**src/rtl/piso_buf_256b.sv**
```systemverilog
// 256-byte parallel-in / serial-out buffer: 64 x 32-bit words loaded one at a time,
// then streamed out as 2048 contiguous bits, word 0 first, LSB first.
module piso_buf_256b (
  input  logic        clk,
  input  logic        reset,
  input  logic [31:0] pin,
  output logic        sout,
  input  logic        val_op,
  input  logic        op,
  output logic        scaning,
  output logic        op_ack,
  output logic        op_commit
);

  localparam int unsigned DW    = 32;
  localparam int unsigned DEPTH = 64;
  localparam int unsigned AW    = 6;
  localparam int unsigned CW    = 5;

  localparam logic [CW-1:0] CNT_LAST  = CW'(DW - 1);
  localparam logic [AW-1:0] RPTR_LAST = AW'(DEPTH - 1);

  typedef enum logic [2:0] {
    IDLE  = 3'd0,
    LACK  = 3'd1,
    FETCH = 3'd2,
    SHIFT = 3'd3,
    DONE  = 3'd4
  } state_t;

  state_t          state;
  state_t          state_nx;
  logic [DW-1:0]   mem [DEPTH];
  logic [AW-1:0]   wptr;
  logic [AW-1:0]   rptr;
  logic [DW-1:0]   sreg;
  logic [CW-1:0]   cnt;
  logic            last_shift;

  logic            word_end;
  assign word_end = (cnt == CNT_LAST);

  always_ff @(posedge clk or posedge reset) begin
    if (reset) state <= IDLE;
    else       state <= state_nx;
  end

  always_comb begin
    state_nx = state;
    case (state)
      IDLE:    if (val_op) state_nx = op ? FETCH : LACK;
      LACK:    state_nx = DONE;
      FETCH:   state_nx = SHIFT;
      SHIFT:   if (word_end && (rptr == RPTR_LAST)) state_nx = DONE;
      DONE:    state_nx = IDLE;
      default: state_nx = IDLE;
    endcase
  end

  // Moore outputs decoded from the state register only
  always_comb begin
    op_ack    = (state == LACK) || (state == FETCH);
    op_commit = (state == DONE);
    scaning   = (state == SHIFT);
    sout      = (state == SHIFT) && sreg[0];
  end

  // Storage, pointers and shifter; the next word is loaded on the last bit so the stream has no gap
  always_ff @(posedge clk or posedge reset) begin
    if (reset) begin
      for (int i = 0; i < DEPTH; i++) mem[i] <= '0;
      wptr       <= '0;
      rptr       <= '0;
      sreg       <= '0;
      cnt        <= '0;
      last_shift <= 1'b0;
    end else begin
      case (state)
        IDLE: begin
          if (val_op) begin
            if (!op) begin
              mem[wptr]  <= pin;
              wptr       <= wptr + AW'(1);
              last_shift <= 1'b0;
            end else begin
              rptr       <= '0;
              last_shift <= 1'b1;
            end
          end
        end
        FETCH: begin
          sreg <= mem[0];
          cnt  <= '0;
        end
        SHIFT: begin
          if (word_end && (rptr != RPTR_LAST)) begin
            sreg <= mem[rptr + AW'(1)];
            rptr <= rptr + AW'(1);
            cnt  <= '0;
          end else begin
            sreg <= sreg >> 1;
            cnt  <= cnt + CW'(1);
          end
        end
        DONE: begin
          if (last_shift) wptr <= '0;
        end
        default: ;
      endcase
    end
  end

endmodule

```
**config.mk**
```make
export PLATFORM = sky130hd
export DESIGN_NAME = piso_buf_256b
export DESIGN_NICKNAME = d
export VERILOG_FILES = /design/src/rtl/piso_buf_256b.sv
export SDC_FILE = /design/constraint.sdc
export NUM_CORES = 2
export LEC_CHECK = 0
export CAP_MARGIN = 20
export CORE_AREA = 4 4 564 566
export DETAILED_ROUTE_END_ITERATION = 7
export DIE_AREA = 0 0 568 570
export GPL_TIMING_DRIVEN = 1
export PLACE_DENSITY = 0.51
export SLEW_MARGIN = 20
export SYNTH_ARGS = -nofsm -noshare
export SYNTH_HDL_FRONTEND = slang
export SYNTH_SLANG_ARGS = --single-unit
```
**constraint.sdc**
```tcl
create_clock -name clk -period 103 [get_ports clk]
set_input_delay 20.6 -clock clk [delete_from_list [all_inputs] [get_ports clk]]
set_output_delay 20.6 -clock clk [all_outputs]
set_load 0.03 [all_outputs]
```
; ---- Word-level counts from Yosys, hierarchy flattened
; Index checks and enable logic that the tools add are counted.
[classes]
n_bitwise = 3
addsub = 3
n_mul = 0
n_eq_ne = 13
div = 0
order_cmp = 3
mux = 23
shift = 0
reduce_logical = 14
[op_table]
columns = cell, count
row1 = bitwise mux 2048 bit, 1
row2 = binary-select mux 32 bit (select 6 bit), 1
row3 = demux 32 bit (select 6 bit), 1
row4 = 2-to-1 mux 32 bit, 4
row5 = case mux 32 bit (2 select lines), 1
row6 = 2-to-1 mux 6 bit, 6
row7 = case mux 6 bit (2 select lines), 2
row8 = ">= comparator 7 bit, second input constant", 2
row9 = NOT 6 -> 7 bit, 2
row10 = "adder 6 x 1 -> 6 bit, second input constant", 2
row11 = case mux 3 bit (4 select lines), 1
row12 = case mux 5 bit (2 select lines), 1
row13 = AND reduction 4 bit, 2
row14 = "less-than comparator 7 x 1 -> 1 bit, second input constant", 1
row15 = "equality test 3 x 2 -> 1 bit, second input constant", 2
row16 = "equality test 6 bit, second input constant", 1
row17 = 2-to-1 mux 3 bit, 2
row18 = "!= test 2 x 1 -> 1 bit, second input constant", 3
row19 = "!= test 2 bit, second input constant", 3
row20 = "!= test 6 bit, second input constant", 1
row21 = nonzero test 2 bit, 3
row22 = "adder 5 x 1 -> 5 bit, second input constant", 1
row23 = "equality test 5 bit, second input constant", 1
row24 = 2-to-1 mux 5 bit, 1
row25 = 10 further kinds, 14
[word_totals]
ramBits = 0
n_memories = 0
out_inout_bits = 4
rom_bits = 0
ff_bits = 2101
elab_cells = 129
latchBits = 0
inputBits = 36

; ---- Longest topological paths before layout
[depth]
ltp_word = 7
depth_mapped = 10
mapped_depth_nobuf = 8

; ---- Worst setup path before layout
; Ideal clock, no wire load.
[synth_timing]
path_kind = in2reg
from = input port op
to = register mem[896] (netlist bit)
n_path_buf = 3
t_required_ns = 102.872
arrival_ns = 22.007
path_stages = 6
setup_ns = 0.128
setup_slack_ns = 80.866
cell_sequence = buf_2 -> or3_1 -> buf_2 -> nor2_2 -> buf_4 -> mux2_1
[synth_between]
elab_chain_cells = 2
[synth_rtl]
columns = item, line_no
row1 = from (decl), 9  ; input logic op,
row2 = NOT 1 bit (no source line), --
row3 = AND reduction 3 bit (no source line), --
row4 = "to (signal, indexed assignment)", 82  ; mem[wptr] <= pin;
row5 = to (decl), 33  ; logic [DW-1:0] mem [DEPTH];
; Every way passes these cells.
; A chain may end at the register's enable or synchronous reset.

; ---- Worst setup path in the final report
[layout_timing]
from = register state[0]
to = output port op_ack
[layout_between]
elab_chain_cells = 2
elab_cells_between_ends = 3
cone_classes = eq/ne (2) / reduce/logical (1)
[layout_rtl]
columns = item, line_no
row1 = from (decl), 31  ; state_t state;
row2 = from (signal assigned), 45  ; else state <= state_nx;
row3 = equality test 3 x 1 -> 1 bit / equality test 3 x 2 -> 1 bit (equally long branches), 62  ; op_ack = (state == LACK) || (state == FETCH);
row4 = logical OR 1 bit *, 62
row5 = to (decl), 11  ; output logic op_ack,
; Mark *: on every way between the ends. The rest lies on a longest branch, timed or not.

==> impl_results.md <==
- Outcome: complete, no violations
- Area growth from synthesis to layout: 12.4%
- Layout Skew: 0.0407 ns
- Internal power: 0.00151 W
- First DRT Iteration DRCs: 3529
- DP Wirelength: 149000 um
- GR Util met1: 23.5%
- Row count: 206
- Max Fclk: 0.0412 GHz
- Grt peak-use layer: met2
- Met2 Use GR: 27.2%
- Share of the synthesized area in the top cell type: 54.4%
- Sequential Power Share: 43.4%
- Asr flop ratio synth: 100%
- Final GP Congestion: 0.764
- Post-route insts no fill: 10.4k
- WP data required: 82.40 ns
- Pre-antenna DRT Iters: 7
- Max IR drop VDD: 0.0170 mV
- Post-synthesis cell area: 0.0967 sq mm
- Setup TNS: 0 ns
- Starting Density: 30.8%
- Core area: 0.314 sq mm
- Footprint of the multi-input gates: 0.0411 sq mm
- Inst Count DP: 9986
- Min-Delay Path Class: register to register
- Crit path buffers/inverters: 2
- Total Power: 0.00209 W
- Syn Inst Count: 6271
- Post-synth top area cell: dfrtp_1
- Final Hold Vio Count: 0
- Switching Share: 27.9%
- Mean Syn Cell Area: 15.4 sq um
- Post-CTS Hold Buffers: 0
- Clk slew on worst S/H paths: 0.06 ns
- Worst-Skew Late Latency: 0.88 ns
- Die X: 568 um
- TritonCTS clock tree: done
- Post-CTS Setup Bufs: 0
- Pin count of the biggest net entering global routing: 188
- Grt ovf: 0
- Initial antenna violation count: 13
- Worst Setup Start Kind: register
- Vias/cell: 5.21
- First-pass GRT wire length: 409000 um
- Netlist cell types: 51
- Final ANT Viol Nets: 0
- Buffer depth of the longest clock path: 3
- Max_cap viols: 0
- Final Slew Violations: 0
- Final min period: 24.26 ns
- Crit Path Class: register to output port
- Post-cts sizing count: 0
- CP max stage cell: clkdlybuf4s50_1
- Headroom to the max-slew limit: 14.2%
- Least-Margin Pin Slew: 1.28 ns
- Logic pwr share: 16.0%
- Seq/Total Area, Yosys: 54.4%
- Synth top area cells: dfrtp_1 54%, mux2_2 23%, mux4_2 12%
- Dominant synthesized flop cell: dfrtp_1
- Ports: 40
- Detailed Route WL: 272000 um
- Number of remaining DRC errors: 0
- Detailed-route wire length per cell: 26.0 um
- CTS Root Cell: clkbuf_16
- Fraction of layout cells with a size suffix above 1: 50.3%
- Filler cells: 29.8k
- Placed Instance Area: 0.101 sq mm
- Die Y: 570 um
- Synth Warn #: 0
- RSZ-0062 raised after global routing: no
- Vias: 54.3k
- NetSw: 0.000582 W
- CP cell instances: buf_4 > xnor2_1 > nor2_1 > clkdlybuf4s50_1
- CP delay by family, top: buffers and inverters
- Worst setup EP type: output port
- Final instance area: 0.109 sq mm
- Vias in the first global route: 58.9k
- Critical path peak fanout: 67
- Slowest stage delay, CP: 0.78 ns
- LEAKAGE: 49.9 nW
- Tcrit/Tclk final: 23.6%
- Clock H-tree levels: 4
- Nets: 6102
- Met3 GRT Util: 2.26%
- #FFs+latches synth: 2101
- Crit path DAT: 3.66 ns
- Final setup fails: 0
- Register area: 0.0526 sq mm
- Global Route Usage Sum: 16.8%
- Clk sink count: 2101
- Post-synth EDFFs: 0
- TritonCTS Buffers: 231
- IO Port Bufs: 39
- Die area: 0.324 sq mm
- PD cells: 19.2 mW/mm^2
- Syn_nets: 6311
- Clock Power Share: 40.6%
## final timing paths
| kind | startpoint | to | slack (ns) | depth (start not counted) |
|---|---|---|---|---|
| max in group asynchronous | reset | mem[1371] | 78.88 | 8 |
| worst min register to register | mem[880] | mem[880] | 0.48 | 1 |
| worst max-delay path | state[0] | op_ack | 78.74 | 4 |
| min in group asynchronous | reset | mem[1602] | 20.28 | 2 |
| worst max register to register | rptr[0] | sreg[7] | 96.92 | 8 |
| worst min-delay path | mem[880] | mem[880] | 0.48 | 1 |
## routing by layer
metal	up-vias	share of wire, %
li1	22802	-
met4	0	2.8
met3	385	3.6
met1	30180	46
met2	981	47
met5	-	0
## area by class of cell
| type | instances | area share [%] |
|---|---|---|
| sequential | 2101 | 48.4 |
| multi-input combinational | 3485 | 37.8 |
| clock buffer | 362 | 6.46 |
| tap | 4160 | 4.79 |
| timing repair buffer | 206 | 1.55 |
| clock inverter | 71 | 0.839 |
| inverter | 37 | 0.135 |
| antenna | 6 | 0.0138 |
## registers in the layout, summed over array words and instances (netlist names)
name	flops
cnt	5
last_shift	1
mem	2048
rptr	6
sreg	32
state	3
wptr	6
## logic make-up (layout without fill, tap and decap cells)
logic type / count (synthesis) / count (layout) / synth area share (%)
XOR/XNOR: 11 / 11 / 0.119
flip-flops: 2101 / 2101 / 54.4
adder cells (fa/ha/maj): 4 / 4 / 0.0518
AO/OA/AOI/OAI: 317 / 317 / 2.25
AND/OR/NAND/NOR: 438 / 438 / 2.18
buffers and inverters: 685 / 676 / 3.52
other: 0 / 6 / 0
multiplexers: 2715 / 2715 / 37.5
## synthesized netlist by cell type, types with 4 or more instances
cell type	count
buf_1	41
mux2_2	1970
a31oi_1	64
a32oi_1	5
ha_1	4
buf_6	27
nand2_1	201
mux4_2	514
dfrtp_1	2101
a221oi_1	29
nor2_4	25
o211ai_1	58
nand3_1	51
xnor2_1	9
inv_1	36
a211oi_1	30
buf_4	107
nand4_1	5
nor3_1	38
nor2_1	68
nor2_2	11
o31ai_1	4
nand3b_1	6
o21ai_0	74
nor2b_1	4
a21oi_1	9
or3_1	6
mux2_1	110
clkbuf_1	293
o221ai_1	29
mux2i_1	119
and3_1	8
buf_2	180
nor3b_1	4
## worst register-to-register path: cells and delay by family (launching register included)
family	cells	cell delay, ns
compound gates	2	0.88
mux	2	0.96
fa+ha+maj	1	0.79
buf+inv	3	2.36
flops	1	0.92
## power by group through the flow
stage	registers [W]	logic (W)	clock network [W]
global placement	0.000919	0.000338	0
detailed placement	0.000921	0.000341	0
CTS	0.000907	0.000341	0.000872
finish	0.000907	0.000334	0.000848
global route	0.000912	0.000362	0.000907
floorplan	0.000909	0.000257	0
## layout by cell type (no fill, tap or decap), types with 7 or more instances in the layout
cell type        instances
mux4_2                 514
mux2i_1                119
nor3_1                  38
and3_1                   8
o211ai_1                58
clkbuf_1                57
buf_4                  153
a211oi_1                30
nor2_4                  59
a31oi_1                 63
o21ai_0                 74
nand2_2                  8
clkbuf_16              231
a21oi_1                  9
clkinv_2                38
clkdlybuf4s50_1          7
mux2_1                 110
inv_1                   35
buf_12                  11
nor2_1                  43
buf_2                   29
mux2_2                1970
a221oi_1                29
clkbuf_8                74
nand2_1                193
nand3_1                 51
dfrtp_1               2099
o221ai_1                29
bufinv_16               12
## per-stage QoR
| step | hold slack (ns) | utilization (%) | worst slack [ns] |
|---|---|---|---|
| 3_5_place_dp | 0.468 | 32.1 | 77.36 |
| 6_report | 0.479 | 34.6 | 78.74 |
| 3_3_place_gp | 0.462 | 32.1 | 77.55 |
| 2_1_floorplan | 0.437 | - | 23.05 |
| 4_1_cts | 0.482 | 34.6 | 78.32 |
| 5_1_grt | 0.500 | 34.6 | 78.22 |
(Power assumes the default switching activity.)
